### src/rtl/sliding_window_buffer.sv
// K x K x CH sliding-window generator over a raster-order pixel stream.
// Buffers K-1 rows in line memory and emits one registered window per stride-aligned position.
module sliding_window_buffer #(
    parameter int IF_BW  = 8,
    parameter int CH     = 2,
    parameter int K      = 2,
    parameter int STRIDE = 2,
    parameter int IN_W   = 8,
    parameter int IN_H   = 8,
    localparam int OUT_W = (IN_W - K) / STRIDE + 1,
    localparam int OUT_H = (IN_H - K) / STRIDE + 1,
    localparam int PW    = CH * IF_BW,
    localparam int CW    = (OUT_W > 1) ? $clog2(OUT_W) : 1,
    localparam int RW    = (OUT_H > 1) ? $clog2(OUT_H) : 1,
    localparam int XW    = (IN_W > 1) ? $clog2(IN_W) : 1,
    localparam int YW    = (IN_H > 1) ? $clog2(IN_H) : 1
) (
    input  logic                  clk,
    input  logic                  reset,
    input  logic                  i_in_valid,
    output logic                  o_in_ready,
    input  logic [PW-1:0]         i_in_pixel,
    output logic                  o_window_valid,
    input  logic                  i_window_ready,
    output logic [K*K*PW-1:0]     o_window,
    output logic [CW-1:0]         o_win_col,
    output logic [RW-1:0]         o_win_row,
    output logic                  o_frame_done
);

    logic [XW-1:0]     x_cnt;
    logic [YW-1:0]     y_cnt;
    logic [PW-1:0]     line_mem [K-1][IN_W];
    logic [PW-1:0]     win_sr   [K][K];
    logic [PW-1:0]     win_nx   [K][K];
    logic [K*K*PW-1:0] win_flat;
    logic              accept;
    logic              x_last;
    logic              y_last;
    logic              emit;
    int                x_off;
    int                y_off;

    // Both sides use valid/ready: a transfer happens on a rising edge where valid
    // and ready are both high; a source holds valid and data until that transfer.
    // Input is refused only while a window is waiting on a stalled consumer.
    assign o_in_ready = !(o_window_valid && !i_window_ready);
    assign accept     = i_in_valid && o_in_ready;
    assign x_last     = (x_cnt == XW'(IN_W - 1));
    assign y_last     = (y_cnt == YW'(IN_H - 1));

    always_comb begin
        x_off = int'(x_cnt) - (K - 1);
        y_off = int'(y_cnt) - (K - 1);
        emit  = accept && (x_off >= 0) && (y_off >= 0) &&
                (x_off % STRIDE == 0) && (y_off % STRIDE == 0);
    end

    // Post-shift window: columns move left, new right column comes from the
    // line memory (read before its update) topped off by the incoming pixel.
    always_comb begin
        for (int wy = 0; wy < K; wy++) begin
            for (int wx = 0; wx < K - 1; wx++) begin
                win_nx[wy][wx] = win_sr[wy][wx+1];
            end
        end
        for (int wy = 0; wy < K - 1; wy++) begin
            win_nx[wy][K-1] = line_mem[wy][x_cnt];
        end
        win_nx[K-1][K-1] = i_in_pixel;
    end

    always_comb begin
        win_flat = '0;
        for (int wy = 0; wy < K; wy++) begin
            for (int wx = 0; wx < K; wx++) begin
                win_flat[(wy*K+wx)*PW +: PW] = win_nx[wy][wx];
            end
        end
    end

    // Data-path storage needs no reset: emission only happens once a frame has
    // refilled every row and column the window reads.
    always_ff @(posedge clk) begin
        if (!reset && accept) begin
            for (int j = 0; j < K - 2; j++) begin
                line_mem[j][x_cnt] <= line_mem[j+1][x_cnt];
            end
            line_mem[K-2][x_cnt] <= i_in_pixel;
            for (int wy = 0; wy < K; wy++) begin
                for (int wx = 0; wx < K; wx++) begin
                    win_sr[wy][wx] <= win_nx[wy][wx];
                end
            end
        end
    end

    always_ff @(posedge clk) begin
        if (reset) begin
            x_cnt          <= '0;
            y_cnt          <= '0;
            o_window_valid <= 1'b0;
            o_window       <= '0;
            o_win_col      <= '0;
            o_win_row      <= '0;
            o_frame_done   <= 1'b0;
        end else begin
            o_frame_done <= accept && x_last && y_last;
            if (accept) begin
                if (x_last) begin
                    x_cnt <= '0;
                    y_cnt <= y_last ? '0 : y_cnt + 1'b1;
                end else begin
                    x_cnt <= x_cnt + 1'b1;
                end
            end
            if (emit) begin
                o_window_valid <= 1'b1;
                o_window       <= win_flat;
                o_win_col      <= CW'(x_off / STRIDE);
                o_win_row      <= RW'(y_off / STRIDE);
            end else if (o_window_valid && i_window_ready) begin
                o_window_valid <= 1'b0;
            end
        end
    end

endmodule

### config.mk
export PLATFORM = sky130hd
export DESIGN_NAME = sliding_window_buffer
export DESIGN_NICKNAME = d
export VERILOG_FILES = /design/src/rtl/sliding_window_buffer.sv
export SDC_FILE = /design/constraint.sdc
export NUM_CORES = 1
export LEC_CHECK = 0
export ABC_AREA = 1
export CORE_MARGIN = 2
export CORE_UTILIZATION = 40
export DETAILED_ROUTE_END_ITERATION = 6
export PLACE_DENSITY = 0.59
export SYNTH_ARGS = -nofsm -noshare
export SYNTH_HDL_FRONTEND = slang
export SYNTH_SLANG_ARGS = --single-unit
### constraint.sdc
create_clock -name clk -period 8.9 [get_ports clk]
set_clock_uncertainty 0.1 [all_clocks]
set_input_delay 1.78 -clock clk [delete_from_list [all_inputs] [get_ports clk]]
set_output_delay 1.78 -clock clk [all_outputs]
set_load 0.05 [all_outputs]
==> results of run 1 <==
## state kept, by name (all words and copies together) (netlist names)
register        cells
line_mem          128
y_cnt               3
x_cnt               3
o_win_col           2
o_window_valid      1
o_frame_done        1
win_sr             32
o_window           64
o_win_row           2
## stage by stage
| stage | std cells | util (%) |
|---|---|---|
| after CTS | 1299 | 49.6 |
| after detailed placement | 1254 | 46.0 |
| final | 1299 | 49.6 |
| after global routing | 1299 | 49.6 |
| after floorplan | 914 | - |
| after global placement | 1254 | 46.0 |
## worst max-delay path by stage
stage               slack [ns]              to  depth (start not counted)
global route              3.80      o_in_ready                          4
floorplan                 2.73  line_mem[0][0]                          6
finish                    3.85      o_in_ready                          4
detailed placement        3.84      o_in_ready                          4
global placement          3.85      o_in_ready                          4
CTS                       3.85      o_in_ready                          4
## synth_stat cells
master and n:
inv_1 49, xor2_1 2, buf_1 2, xnor2_1 2, dfxtp_1 76, o21ai_0 3
buf_2 17, a21oi_1 64, nand3_4 1, nand2_2 11, ha_1 8, nand4_1 12
a21oi_2 10, nand2_4 1, clkbuf_1 22, a211oi_1 2, nand3_1 28, nor4_1 6
inv_2 3, nor3_1 1, nor2_1 14, buf_4 6, nand2_1 411, buf_6 3
edfxtp_1 160
## per-layer routing
metal / track usage, % / part of all wire (%) / vias up
met2: 27.1 / 45 / 164
met5: 0 / 0 / -
met4: 6.25 / 2.8 / 0
li1: - / - / 3151
met3: 2.46 / 5.2 / 33
met1: 24.1 / 47 / 2913
## report_power, final
group          switching, W  internal [W]
Sequential       0.00000453       0.00119
Clock              0.000399      0.000594
Combinational      0.000111     0.0000382
## cells by family after synthesis
kind of cell	after synthesis	share of synthesized area, %
AOI/OAI and AO/OA	79	4.71
buffers and inverters	102	4.83
and+or+nand+nor	485	21.0
DFF	236	68.0
xor gates and xnor gates	4	0.377
adders and majority gates	8	1.08
## area by class of cell
type / instances / area [um^2] / area share, %
Sequential cell: 236 / 6330 / 56.2
Inverter: 52 / 195 / 1.73
Tap cell: 285 / 357 / 3.17
Clock buffer: 34 / 722 / 6.41
Clock inverter: 11 / 77.6 / 0.689
Multi-Input combinational cell: 576 / 2570 / 22.8
Timing Repair Buffer: 105 / 1010 / 8.96
## worst min-delay path, cell delays in order (launching register included)
cell     delay [ns]
dfxtp_1        0.31
nand2_1        0.06
a21oi_1        0.05
==> impl_metrics.json, run 1 <==
{
  "outcome": "complete, no violations",
  "layout_setup_ws_ns": 3.85,
  "rsz0062_at_grt": "no",
  "cts_buffers": 26,
  "dp_worst_setup_slack_ns": 3.84,
  "worstSetupPathType": "in -> out",
  "grt_pass1_wl_um": 32200,
  "ys_ff_latch": 236,
  "crit_path_end_kind": "primary output",
  "cts_sinks": 236,
  "min_period_ns": 5.05,
  "final_common_cell": "nand2_1",
  "max_freq_mhz": 198,
  "setup_viol": 0,
  "whs_ns": 0.362,
  "min_to": "o_window[37]",
  "seq_area_frac_synth_pct": 68.0,
  "ctsHoldBuffers": 0,
  "grt_pass1_vias": 5824,
  "cts_buffer_depth": 3,
  "fillCellCount": 2019,
  "slowest_delay_ns": 0.81,
  "synth_area_um2": 9300,
  "yosys_warnings": 0,
  "path_buf_inv": 3,
  "port_buffers": 90,
  "hold_viol_final": 0,
  "start_kind": "input pin",
  "viasPerCell": 4.82,
  "diodes": 0,
  "postRouteAntennaNets": 0,
  "hold_path.class": "reg -> reg",
  "min_from": "o_window[37]",
  "gp_congestion": 0.728,
  "synth_top_area_cell": "edfxtp_1",
  "hold_depth": 2,
  "nets": 1025,
  "cts_tree": "done",
  "clockRootBuffer": "clkbuf_16",
  "fp.coreArea_um2": 22700,
  "powerDensity_nw_per_um2": 208,
  "die_y_um": 156,
  "cp.arrival_ns": 3.17,
  "synth_cells": 914,
  "start_util_pct": 40.9,
  "area_growth_pct": 21.0,
  "cts_resized": 0,
  "power_leakage_nw": 4.30,
  "fin_area_um2": 11300,
  "reg2reg_slack_ns": 5.48,
  "tightestPinTransition_ns": 1.07,
  "worstPathRequired_ns": 7.02,
  "dpl_cell_area_um2": 10500,
  "power_w": 0.00234,
  "wirelength_um": 20700,
  "ios": 91,
  "h-tree-depth": 1,
  "cpLargestDelayFamily": "buffers and inverters",
  "place_hpwl_um": 12400,
  "row_count": 55,
  "vias": 6261,
  "layout_common_cells": "nand2_1 (411), edfxtp_1 (160), clkdlybuf4s50_1 (89)",
  "antenna_found_initial": 0,
  "maxCapViolCount": 0,
  "cp_common_cell": "clkdlybuf4s50_1",
  "startpoint": "i_window_ready",
  "die_x_um": 156,
  "synth_area_leaders": "edfxtp_1 (52%), nand2_1 (17%), dfxtp_1 (16%)",
  "slew_viol_final": 0,
  "slowest_stage": "clkdlybuf4s50_1",
  "cp_max_fo": 3,
  "groute.usage.overall_pct": 17.1,
  "firstDrtPassIters": 5,
  "layout-drive-gt1-share_pct": 8.68,
  "initialDrtViolationCount": 540,
  "r2r.worst_path.cells": 6,
  "yosysTopAreaCellShare_pct": 51.7,
  "clk_latency_ns": 0.52,
  "clk_pin_slew_ns": 0.05,
  "dieArea_um2": 24500,
  "yosysUniqueCellTypes": 25,
  "tns_ns": 0,
  "grt_max_degree": 74,
  "worst_r2r_startpoint": "x_cnt[0]",
  "drc": 0,
  "worstPathCellList": "clkdlybuf4s50_1 -> inv_1 -> nand2_2 -> clkdlybuf4s50_1",
  "postCtsSetupRepairBufs": 0,
  "syn_nets": 942,
  "period_share_pct": 56.7,
  "wl_per_cell_um": 15.9,
  "r2r-end": "o_window[53]",
  "ir_drop_v": 0.000121,
  "slew_headroom_pct": 28.3,
  "avgSynthCellArea_um2": 10.2,
  "grt_overflow": 0
}
No activity file was read; power rests on OpenSTA's default activity.
==> inputs of run 2 (changes only) <==
- PLACE_DENSITY: 0.59 -> 0.62
- clock period: 8.9 -> 4.5 ns (I/O delays scaled with it)
==> impl_metrics.json, run 2 (synthesized netlist as in run 1, its figures left out) <==
{
  "initialDrtViolationCount": 613,
  "diodes": 0,
  "ir_drop_v": 0.000232,
  "regArea_um2": 6330,
  "path_buf_inv": 3,
  "grt_overflow": 0,
  "ctsHoldBuffers": 0,
  "groute.usage.overall_pct": 17.2,
  "cts_sinks": 236,
  "slowest_stage": "clkdlybuf4s50_1",
  "fp.coreArea_um2": 22700,
  "clk_pin_slew_ns": 0.06,
  "firstDrtPassIters": 5,
  "cpLargestDelayFamily": "buffers and inverters",
  "tightestPinTransition_ns": 0.835,
  "h-tree-depth": 1,
  "maxCapViolCount": 0,
  "fin_area_um2": 11300,
  "layout-drive-gt1-share_pct": 9.10,
  "layout_setup_ws_ns": 1.20,
  "power_leakage_nw": 4.32,
  "fillCellCount": 2084,
  "multi_input_area_um2": 2560,
  "worstSetupPathType": "in -> out",
  "stdcell_count": 1307,
  "die_y_um": 156,
  "outcome": "complete, no violations",
  "viasPerCell": 4.89,
  "crit_path_end_kind": "primary output",
  "whs_ns": 0.363,
  "powerDensity_nw_per_um2": 402,
  "start_kind": "input pin",
  "wl_per_cell_um": 15.8,
  "reg2reg_slack_ns": 2.03,
  "vias": 6390,
  "hold_path.class": "reg -> reg",
  "grt_pass1_wl_um": 32900,
  "cp_max_fo": 3,
  "top_regs": "line_mem x128, o_window x64, win_sr x32",
  "ios": 91,
  "min_period_ns": 3.30,
  "dieArea_um2": 24500,
  "place_hpwl_um": 12600,
  "port_buffers": 90,
  "min_to": "o_window[32]",
  "r2r-end": "line_mem[0][86]",
  "start_util_pct": 40.9,
  "worstPathRequired_ns": 3.50,
  "slew_headroom_pct": 44.4,
  "postRouteAntennaNets": 0,
  "r2r.worst_path.cells": 4,
  "cp_common_cell": "clkdlybuf4s50_1",
  "dpl_cell_area_um2": 10500,
  "postCtsSetupRepairBufs": 0,
  "final_common_cell": "nand2_1",
  "cts_buffers": 25,
  "gp_congestion": 0.747,
  "grt_max_degree": 73,
  "cts_buffer_depth": 3,
  "nets": 1032,
  "layout_common_cells": "nand2_1 (411), edfxtp_1 (160), clkdlybuf4s50_1 (89)",
  "slowest_delay_ns": 0.81,
  "drc": 0,
  "placed_cells": 1262,
  "cts_resized": 0,
  "largest_register_ffs": 128,
  "period_share_pct": 73.3,
  "hold_depth": 2,
  "clk_latency_ns": 0.50,
  "antenna_found_initial": 0,
  "max_freq_mhz": 303,
  "die_x_um": 156,
  "min_from": "o_window[32]",
  "slew_viol_final": 0,
  "cts_tree": "done",
  "cp.arrival_ns": 2.30,
  "clockRootBuffer": "clkbuf_16",
  "row_count": 55,
  "dp_worst_setup_slack_ns": 1.21,
  "grt_pass1_vias": 6043,
  "regMostFlops": "line_mem",
  "area_growth_pct": 21.1,
  "tns_ns": 0,
  "wirelength_um": 20700,
  "hold_viol_final": 0,
  "worst_r2r_startpoint": "x_cnt[2]",
  "rsz0062_at_grt": "no",
  "setup_viol": 0,
  "worstPathCellList": "clkdlybuf4s50_1 -> inv_1 -> nand2_2 -> clkdlybuf4s50_1"
}
run 2: through the flow:
| step | total power [W] | util, % |
|---|---|---|
| 3_5_place_dp | 0.00271 | 46.3 |
| 5_1_grt | 0.00469 | 49.6 |
| 2_1_floorplan | 0.00260 | - |
| 3_3_place_gp | 0.00271 | 46.3 |
| 6_report | 0.00453 | 49.6 |
| 4_1_cts | 0.00457 | 49.6 |
run 2: worst max path at each step:
stage / startpoint / endpoint / slack [ns] / cells past startpoint
2_1_floorplan: i_window_ready / line_mem[0][0] / 0.40 / 6
3_3_place_gp: i_window_ready / o_in_ready / 1.21 / 4
3_5_place_dp: i_window_ready / o_in_ready / 1.21 / 4
4_1_cts: i_window_ready / o_in_ready / 1.20 / 4
5_1_grt: i_window_ready / o_in_ready / 1.17 / 4
6_report: i_window_ready / o_in_ready / 1.20 / 4
run 2: final cells by class:
| class | count | share of cell area, % |
|---|---|---|
| Sequential cell | 236 | 56.2 |
| Multi-Input combinational cell | 576 | 22.8 |
| Timing Repair Buffer | 113 | 9.49 |
| Clock buffer | 34 | 6.24 |
| Tap cell | 285 | 3.17 |
| Inverter | 52 | 1.73 |
| Clock inverter | 11 | 0.422 |
run 2: layer usage:
metal	share of wire [%]	global-route usage, %	vias up
met5	0	0	-
met4	2.6	5.33	0
met3	5.5	2.30	36
met2	46	27.4	184
met1	46	24.7	2990
li1	-	-	3180
run 2: tightest hold or removal path, stage by stage (launching register included):
cell and delay [ns]:
dfxtp_1 0.30, nand2_1 0.06, a21oi_1 0.05
run 2: power by group:
part	switching [W]	internal, W	total [W]
logic	0.000221	0.0000769	0.000298
clock network	0.000774	0.00108	0.00186
registers	0.00000960	0.00236	0.00237
total	0.00100	0.00352	0.00453
